**src/rtl/piano_poly_envelope_pkg.sv**
```systemverilog
// Shared definitions for the polyphonic piano: per-key half-period table,
// voice state encoding and the envelope ceiling helper.
package pianissimo_audio_pkg;

    // C4..E5 half periods in CLOCK_50 cycles
    localparam int HALF_PERIOD [10] = '{95554, 85132, 75842, 71586, 63775,
                                        56818, 50620, 47778, 42568, 37922};

    typedef enum logic [1:0] {
        IDLE    = 2'd0,
        HOLD    = 2'd1,
        RELEASE = 2'd2
    } voice_state_t;

    function automatic int env_max(input int env_w);
        return (1 << env_w) - 1;
    endfunction

endpackage

```
**src/rtl/piano_poly_envelope_voice.sv**
```systemverilog
// One piano voice: key edge detection, IDLE/HOLD/RELEASE envelope FSM,
// square-wave oscillator and the signed contribution to the mix.
module piano_voice
    import pianissimo_audio_pkg::*;
#(
    parameter int HALF_PERIOD_CYC = 95554,
    parameter int ENV_W           = 8,
    parameter int SUSTAIN_LVL     = 64,
    parameter int AMP_UNIT        = 4096,
    parameter int SUM_W           = 36
) (
    input  logic                    clk,
    input  logic                    reset,
    input  logic                    key,
    input  logic                    hold_tick,
    input  logic                    rel_tick,
    output logic signed [SUM_W-1:0] contrib,
    output logic                    active
);

    localparam int CNT_W = (HALF_PERIOD_CYC > 1) ? $clog2(HALF_PERIOD_CYC) : 1;
    localparam logic [CNT_W-1:0] CNT_LAST = CNT_W'(HALF_PERIOD_CYC - 1);
    localparam logic [ENV_W-1:0] ENV_TOP  = ENV_W'(env_max(ENV_W));
    localparam logic [ENV_W-1:0] ENV_SUS  = ENV_W'(SUSTAIN_LVL);
    localparam logic signed [SUM_W-1:0] AMP = SUM_W'(AMP_UNIT);

    voice_state_t     state, state_nxt;
    logic             key_q;
    logic [ENV_W-1:0] env, env_nxt;
    logic             phase, phase_nxt;
    logic [CNT_W-1:0] cnt, cnt_nxt;
    logic             press, release_evt;
    logic signed [SUM_W-1:0] mag;

    assign press       = key & ~key_q;
    assign release_evt = ~key & key_q;

    always_ff @(posedge clk) begin
        if (reset) begin
            state  <= IDLE;
            key_q  <= 1'b0;
            env    <= '0;
            phase  <= 1'b0;
            cnt    <= '0;
            active <= 1'b0;
        end else begin
            state  <= state_nxt;
            key_q  <= key;
            env    <= env_nxt;
            phase  <= phase_nxt;
            cnt    <= cnt_nxt;
            active <= (state != IDLE);
        end
    end

    always_comb begin
        state_nxt = state;
        env_nxt   = env;
        phase_nxt = phase;
        cnt_nxt   = cnt;
        if (state != IDLE) begin
            if (cnt == CNT_LAST) begin
                cnt_nxt   = '0;
                phase_nxt = ~phase;
            end else begin
                cnt_nxt = cnt + CNT_W'(1);
            end
        end
        // A press always restarts the note, even when a tick lands on the same cycle
        case (state)
            IDLE: begin
                if (press) begin
                    state_nxt = HOLD;
                    env_nxt   = ENV_TOP;
                    phase_nxt = 1'b0;
                    cnt_nxt   = '0;
                end
            end
            HOLD: begin
                if (release_evt) begin
                    state_nxt = RELEASE;
                end else if (hold_tick && (env > ENV_SUS)) begin
                    env_nxt = env - ENV_W'(1);
                end
            end
            RELEASE: begin
                if (press) begin
                    state_nxt = HOLD;
                    env_nxt   = ENV_TOP;
                    phase_nxt = 1'b0;
                    cnt_nxt   = '0;
                end else if (env == '0) begin
                    state_nxt = IDLE;
                end else if (rel_tick) begin
                    env_nxt = env - ENV_W'(1);
                end
            end
            default: state_nxt = IDLE;
        endcase
    end

    assign mag = $signed({{(SUM_W-ENV_W){1'b0}}, env}) * AMP;

    always_comb begin
        contrib = '0;
        if (state != IDLE) begin
            contrib = phase ? mag : -mag;
        end
    end

endmodule

```
**src/rtl/piano_poly_envelope.sv**
```systemverilog
// Polyphonic piano top: one voice per key, shared envelope prescalers,
// saturating mix register and the Audio_Controller write handshake.
module piano_poly_envelope
    import pianissimo_audio_pkg::*;
#(
    parameter int NUM_KEYS    = 10,
    parameter int SAMPLE_W    = 32,
    parameter int ENV_W       = 8,
    parameter int SUSTAIN_LVL = 64,
    parameter int AMP_UNIT    = 4096,
    parameter int HOLD_DIV    = 256,
    parameter int REL_DIV     = 16
) (
    input  logic                       CLOCK_50,
    input  logic                       reset,
    input  logic [NUM_KEYS-1:0]        keys_i,
    input  logic                       audio_out_allowed,
    output logic                       write_audio_out,
    output logic signed [SAMPLE_W-1:0] left_channel_audio_out,
    output logic signed [SAMPLE_W-1:0] right_channel_audio_out,
    output logic [NUM_KEYS-1:0]        voice_active
);

    localparam int SUM_W  = SAMPLE_W + $clog2(NUM_KEYS);
    localparam int HOLD_W = (HOLD_DIV > 1) ? $clog2(HOLD_DIV) : 1;
    localparam int REL_W  = (REL_DIV > 1) ? $clog2(REL_DIV) : 1;
    localparam logic [HOLD_W-1:0] HOLD_LAST = HOLD_W'(HOLD_DIV - 1);
    localparam logic [REL_W-1:0]  REL_LAST  = REL_W'(REL_DIV - 1);
    localparam logic signed [SUM_W-1:0] SAT_HI =
        {{(SUM_W-SAMPLE_W+1){1'b0}}, {(SAMPLE_W-1){1'b1}}};
    localparam logic signed [SUM_W-1:0] SAT_LO =
        {{(SUM_W-SAMPLE_W+1){1'b1}}, {(SAMPLE_W-1){1'b0}}};

    function automatic logic signed [SAMPLE_W-1:0] saturate(input logic signed [SUM_W-1:0] x);
        if (x > SAT_HI)      return SAT_HI[SAMPLE_W-1:0];
        else if (x < SAT_LO) return SAT_LO[SAMPLE_W-1:0];
        else                 return x[SAMPLE_W-1:0];
    endfunction

    logic [HOLD_W-1:0]       hold_cnt;
    logic [REL_W-1:0]        rel_cnt;
    logic                    hold_tick, rel_tick;
    logic signed [SUM_W-1:0] contrib [NUM_KEYS];
    logic signed [SUM_W-1:0] sum_p0;
    logic signed [SAMPLE_W-1:0] sample_p1;

    assign write_audio_out = audio_out_allowed & ~reset;
    assign hold_tick       = write_audio_out & (hold_cnt == HOLD_LAST);
    assign rel_tick        = write_audio_out & (rel_cnt == REL_LAST);

    always_ff @(posedge CLOCK_50) begin
        if (reset) begin
            hold_cnt <= '0;
            rel_cnt  <= '0;
        end else if (write_audio_out) begin
            hold_cnt <= hold_tick ? '0 : hold_cnt + HOLD_W'(1);
            rel_cnt  <= rel_tick  ? '0 : rel_cnt + REL_W'(1);
        end
    end

    for (genvar k = 0; k < NUM_KEYS; k++) begin : g_voice
        piano_voice #(
            .HALF_PERIOD_CYC(HALF_PERIOD[k]),
            .ENV_W          (ENV_W),
            .SUSTAIN_LVL    (SUSTAIN_LVL),
            .AMP_UNIT       (AMP_UNIT),
            .SUM_W          (SUM_W)
        ) u_voice (
            .clk      (CLOCK_50),
            .reset    (reset),
            .key      (keys_i[k]),
            .hold_tick(hold_tick),
            .rel_tick (rel_tick),
            .contrib  (contrib[k]),
            .active   (voice_active[k])
        );
    end

    // Stage p0: wide signed sum of all voices
    always_comb begin
        sum_p0 = '0;
        for (int k = 0; k < NUM_KEYS; k++) begin
            sum_p0 = sum_p0 + contrib[k];
        end
    end

    // Stage p1: saturated, registered sample
    always_ff @(posedge CLOCK_50) begin
        if (reset) sample_p1 <= '0;
        else       sample_p1 <= saturate(sum_p0);
    end

    assign left_channel_audio_out  = sample_p1;
    assign right_channel_audio_out = sample_p1;

endmodule
```
**config.mk**
```make
export PLATFORM = sky130hd
export DESIGN_NAME = piano_poly_envelope
export DESIGN_NICKNAME = d
export VERILOG_FILES = /design/src/rtl/piano_poly_envelope_pkg.sv /design/src/rtl/piano_poly_envelope_voice.sv /design/src/rtl/piano_poly_envelope.sv
export SDC_FILE = /design/constraint.sdc
export NUM_CORES = 1
export LEC_CHECK = 0
export CORE_MARGIN = 4
export CORE_UTILIZATION = 30
export DETAILED_ROUTE_END_ITERATION = 16
export SYNTH_ARGS = -nofsm -noshare
export SYNTH_HDL_FRONTEND = slang
export SYNTH_SLANG_ARGS = --single-unit
```
**constraint.sdc**
```tcl
create_clock -name CLOCK_50 -period 7.6 [get_ports CLOCK_50]
set_clock_uncertainty 0.15 [all_clocks]
set_input_delay 1.52 -clock CLOCK_50 [delete_from_list [all_inputs] [get_ports CLOCK_50]]
set_output_delay 1.52 -clock CLOCK_50 [all_outputs]
set_load 0.05 [all_outputs]
```
==> results of run 1 <==
[cells in the mapped netlist (49+ instances only)]
cell | instances | area share, %
nor2_1 | 336 | 5.5
dfxtp_1 | 327 | 29
nand2_1 | 224 | 3.7
inv_1 | 205 | 3.4
a21oi_1 | 164 | 3.6
fa_1 | 130 | 11
xor2_1 | 114 | 4.4
o21ai_0 | 113 | 2.5
ha_1 | 107 | 5.9
or3_1 | 83 | 2.3
clkbuf_1 | 79 | 1.3
xnor2_1 | 78 | 3.0
nand3_1 | 74 | 1.6
nor3_1 | 69 | 1.5
buf_4 | 57 | 1.9
a211oi_1 | 53 | 1.7
nor2b_1 | 52 | 1.4
mux2i_1 | 49 | 2.2
[worst reg2reg max path, cell delays in order (launching register included)]
cell and delay [ns]:
dfxtp_1 0.35, inv_1 0.07, ha_1 0.24, or3b_2 0.48
or3_4 0.39, nor2b_1 0.16, xnor2_1 0.15, nor2_1 0.12
fa_1 0.46, fa_1 0.54, fa_1 0.52, fa_1 0.60
inv_1 0.08, fa_1 0.53, inv_1 0.05, ha_1 0.42
and3_1 0.25, a221oi_2 0.09, o41a_1 0.42, a21oi_2 0.17
xor2_2 0.12, o41ai_2 0.40, buf_4 0.18, buf_6 0.13
o31ai_1 0.08
[logic make-up (layout without fill, tap and decap cells)]
group | Yosys count | count (layout) | share of synthesized area (%)
muxes | 54 | 54 | 2.40
buffers and inverters | 365 | 385 | 7.22
and+or+nand+nor | 1069 | 1069 | 23.1
DFF | 327 | 327 | 28.8
AOI/OAI and AO/OA | 487 | 487 | 13.7
xor gates and xnor gates | 193 | 193 | 7.46
adders and majority gates | 237 | 237 | 17.3
[registers in the layout (all words and copies together), names as in the netlist]
signal                  cells
g_voice.u_voice.active     10
g_voice.u_voice.cnt       164
g_voice.u_voice.env        80
g_voice.u_voice.key_q      10
g_voice.u_voice.phase      10
g_voice.u_voice.state      20
hold_cnt                    8
left_channel_audio_out     21
rel_cnt                     4
[layout make-up]
class,instances,share of cell area [%]
Timing Repair Buffer,110,4.12
Sequential cell,327,25.7
Clock inverter,11,0.441
Inverter,206,3.03
Clock buffer,58,4.63
Multi-Input combinational cell,2040,57.4
Tap cell,969,4.75
[layer usage]
layer	track usage (%)	part of all wire [%]	wire, um
met1	18.0	48	25300
met2	20.9	46	24300
met3	2.43	4.5	2410
met4	3.25	2.0	1050
met5	0	0	0
[worst max-delay path by stage]
| stage | from | endpoint | slack (ns) | depth (start not counted) |
|---|---|---|---|---|
| global placement | g_voice[6].u_voice.env[0] | left_channel_audio_out[18] | 0.38 | 25 |
| global route | g_voice[6].u_voice.env[0] | left_channel_audio_out[22] | -0.03 | 26 |
| detailed placement | g_voice[6].u_voice.env[0] | left_channel_audio_out[16] | 0.21 | 25 |
| floorplan | g_voice[6].u_voice.env[0] | left_channel_audio_out[24] | 0.75 | 25 |
| CTS | g_voice[6].u_voice.env[0] | left_channel_audio_out[16] | 0.19 | 25 |
| finish | g_voice[2].u_voice.env[0] | left_channel_audio_out[17] | 0.30 | 24 |
[stage by stage]
step / cells / setup slack, ns / TNS (ns) / hold slack (ns)
2_1_floorplan: 2732 / 0.752 / 0 / 0.303
3_3_place_gp: 3649 / 0.382 / 0 / 0.322
3_5_place_dp: 3649 / 0.205 / 0 / 0.334
4_1_cts: 3718 / 0.191 / 0 / 0.341
5_1_grt: 3721 / -0.0312 / -0.206 / 0.373
6_report: 3721 / 0.296 / 0 / 0.332
[timing repair]
action | 4_1_cts | 5_1_grt
gates resized for setup | 0 | 16
setup endpoints to repair | 0 | 20
buffers inserted | 0 | 2
==> impl_metrics.ini, run 1 <==
[status]
status = complete, no violations

[worst_setup_path]
critPathArrivalTime_ns = 7.55
r2r_cells = 24
rr_endpoint = left_channel_audio_out[17]
critPathKind = reg -> reg
path_cells = inv_1, ha_1, or3b_2, or3_4, nor2b_1, xnor2_1, nor2_1, fa_1, fa_1, fa_1, fa_1, inv_1, fa_1, inv_1, ha_1, and3_1, a221oi_2, o41a_1, a21oi_2, xor2_2, o41ai_2, buf_4, buf_6, o31ai_1
end_kind = register
crit_required_ns = 7.84
cpMostUsedCell = fa_1
crit_family = adder cells
worstPathBufferInverterCount = 5
worstReg2RegStart = g_voice[2].u_voice.env[0]
slowest_delay_ns = 0.60
crit_path_top_delay_cell = fa_1
worstPathMaxFanout = 10
r2r_slack_ns = 0.30
startpoint_type = register

[logic_synthesis]
synthFlopType = dfxtp_1
synth_edf_count = 0
syn_nets = 2982
yosys.cell_types.count = 80
syn_area_per_cell_um2 = 8.33
synth_cells = 2732
ys_ff_latch = 327
async_flop_share_pct = 0
synth_area_mm2 = 0.0228
yosysWarnings = 0
yosysSeqAreaShare_pct = 28.8

[grt]
grt_max_degree = 67
grt_pass1_wl_mm = 88.7
grt_usage_pct = 13.0
grt_pass1_vias = 17100
overflow = 0
grt_antenna_before_repair = 0

[placement]
gp_congestion = 0.878
portBuffers = 87
placed_area_mm2 = 0.0241
place.detailed.hpwl_mm = 39.5

[timing]
setup_viol = 0
fin_crit_sh_pct = 96.1
max_freq_ghz = 0.137
slew_viol_final = 0
worst_slew_pin_slew_ns = 1.06
relSlewSlack_pct = 29.4
hold_viol_final = 0
fin_crit_ns = 7.30

[clock_tree]
cts_hold_buf = 0
clock_latency_ns = 0.55
clkSlewWorstSetupHoldPaths_ns = 0.06
cts.htree.levels = 2
cts_root_buf = clkbuf_16
cts_tree = done
clock_path_buffers = 3
numCtsBuffers = 40
cts.sinks = 327

[floorplan]
dieArea_mm2 = 0.0803
rows = 100
floorplan.initialDensity_pct = 30.4
die_x_um = 283
core_area_mm2 = 0.0748
die_y_um = 283
io_pins = 88

[cells_and_area]
fillCellCount = 7810
ff_latch_area_mm2 = 0.00655
multi_input_area_mm2 = 0.0146
stdcell_area_mm2 = 0.0255
nNetsFinal = 2975
final_cell_mix = 335 x nor2_1, 327 x dfxtp_1, 224 x nand2_1
num_antenna_cells = 0
syn2layout_area_growth_pct = 12.1
drive_gt1_share_pct = 6.21
final_common_cell = nor2_1
final_util_pct = 34.1

[drt]
wl_mm = 53.1
viasPerCell = 4.86
num_vias = 18100
postRouteAntennaNets = 0
dr.pass1.iters = 6
drt_iter0_markers = 1050
drc_errors = 0
wl_per_cell_um = 14.3

[min_path]
min_to = g_voice[7].u_voice.cnt[13]
min_path_type = reg -> reg
holdPathStages = 2
min-delay-start = g_voice[7].u_voice.cnt[13]

[run]
drv_cap = 0
Power of run 1 is not shown: default switching activity piles up to over one toggle a cycle in this logic, so the estimate is an artifact.
==> run 2: changes to the inputs <==
--- a/config.mk
+++ b/config.mk
@@ -7,7 +7,9 @@
 export LEC_CHECK = 0
 export CORE_MARGIN = 4
 export CORE_UTILIZATION = 30
+export CTS_CLUSTER_DIAMETER = 50
 export DETAILED_ROUTE_END_ITERATION = 16
+export SLEW_MARGIN = 25
 export SYNTH_ARGS = -nofsm -noshare
 export SYNTH_HDL_FRONTEND = slang
 export SYNTH_SLANG_ARGS = --single-unit
==> constraint.sdc (replaced) <==
create_clock -name CLOCK_50 -period 7.9 [get_ports CLOCK_50]
set_clock_uncertainty 0.15 [all_clocks]
set_input_delay 1.58 -clock CLOCK_50 [delete_from_list [all_inputs] [get_ports CLOCK_50]]
set_output_delay 1.58 -clock CLOCK_50 [all_outputs]
set_load 0.05 [all_outputs]
==> run 2 against run 1 <==
Against the previous run: fmax down 0.62%; critical path depth up 1; largest cell class unchanged; critical path type unchanged; utilization up 0.32 points; wire length down 1.3%; worst setup slack better by 0.25 ns; register-to-register slack better by 0.25 ns; via count down 1.1%; count of clock-buffer cells in the layout up 2; worst hold slack better by 0.0034 ns; highest routed layer is now met5; sequential cell count unchanged.
==> impl_metrics.ini, run 2 (synthesis gave the netlist of run 1 again) <==
[clock_tree]
cts_hold_buf = 0
clock_path_buffers = 3
clkSlewWorstSetupHoldPaths_ns = 0.05
cts_root_buf = clkbuf_16
clock_latency_ns = 0.57
numCtsBuffers = 48
cts.htree.levels = 2
cts_tree = done
cts.sinks = 327

[placement]
gp_congestion = 0.905
portBuffers = 87
place.detailed.hpwl_mm = 39.0

[worst_setup_path]
worstReg2RegStart = g_voice[6].u_voice.env[0]
crit_required_ns = 8.17
critPathArrivalTime_ns = 7.62
cpMostUsedCell = fa_1
worstPathMaxFanout = 20
r2r_cells = 25
critPathKind = reg -> reg
worstSetupStartpoint = g_voice[6].u_voice.env[0]
startpoint_type = register
slowest_delay_ns = 0.59
crit_path_top_delay_cell = fa_1
end_kind = register

[grt]
grt_max_degree = 65
grt_pass1_vias = 17000
grt_usage_pct = 12.8
grt_antenna_before_repair = 1
grt_pass1_wl_mm = 87.3
overflow = 0

[drt]
postRouteAntennaNets = 0
dr.pass1.iters = 5
wl_mm = 52.4
viasPerCell = 4.80
num_vias = 17900
wl_per_cell_um = 14.1
drc_errors = 0
drt_iter0_markers = 932

[floorplan]
core_area_mm2 = 0.0748
rows = 100
dieArea_mm2 = 0.0803
io_pins = 88
die_y_um = 283
die_x_um = 283
floorplan.initialDensity_pct = 30.4

[min_path]
min_path_type = reg -> reg
holdPathStages = 2
min-delay-start = g_voice[1].u_voice.cnt[16]

[cells_and_area]
largest_register_ffs = 164
nNetsFinal = 2975
drive_gt1_share_pct = 6.34
syn2layout_area_growth_pct = 13.2
final_cell_mix = 336 x nor2_1, 327 x dfxtp_1, 224 x nand2_1
num_antenna_cells = 0
fillCellCount = 7799
final_common_cell = nor2_1
regMostFlops = g_voice.u_voice.cnt

[timing]
max_freq_ghz = 0.136
fin_crit_sh_pct = 93.0
fin_tns_setup_ns = 0
rsz0062_at_grt = no
setup_viol = 0
slew_viol_final = 0
fin_crit_ns = 7.35
relSlewSlack_pct = 28.5
hold_viol_final = 0
worst_slew_pin_slew_ns = 1.07

[run]
drv_cap = 0

[status]
status = complete, no violations
-- run 2: path summary, 6_finish.rpt --
path | to | slack [ns]
min reg2reg | g_voice[1].u_voice.cnt[16] | 0.34
max | left_channel_audio_out[15] | 0.55
min | g_voice[1].u_voice.cnt[16] | 0.34
max reg2reg | left_channel_audio_out[15] | 0.55
-- run 2: layout make-up --
type	count	area, um^2	area share [%]
multi-input combinational	2040	14600	56.6
tap	969	1210	4.71
inverter	206	773	3.00
clock buffer	60	1350	5.23
sequential	327	6550	25.4
timing repair buffer	102	997	3.87
clock inverter	25	300	1.17
-- run 2: what timing repair did --
| item | in CTS | in global routing |
|---|---|---|
| endpoints found under the hold margin | 0 | 0 |
| gates resized for setup | 0 | 0 |
| buffers inserted | 0 | 1 |
| endpoints found under the setup margin | 0 | 19 |
-- run 2: metal layers --
metal	vias up	GRT usage, %	share of wire (%)
met3	57	2.44	4.5
met1	8445	17.5	48
met5	-	0	0.013
li1	9171	-	-
met2	224	20.9	46
met4	2	3.29	1.7
-- run 2: through the flow --
stage	setup WS (ns)	instance area, um^2	hold slack, ns	util, %	std cells
after floorplan	1.05	22800	0.303	-	2732
after CTS	0.426	25700	0.338	34.4	3727
after global routing	0.167	25800	0.373	34.4	3729
final	0.551	25800	0.336	34.4	3729
after global placement	0.559	24100	0.323	32.2	3642
after detailed placement	0.452	24100	0.330	32.2	3642
-- run 2: worst max-delay path: cells and delay by family (launching register included) --
family / cells / cell delay (ns)
fa+ha+maj: 7 / 3.10
mux: 1 / 0.05
flops: 1 / 0.34
compound gates: 5 / 1.01
xor+xnor: 1 / 0.19
simple gates: 6 / 1.76
buf+inv: 5 / 0.59
Power of run 2 is left out for the same reason.
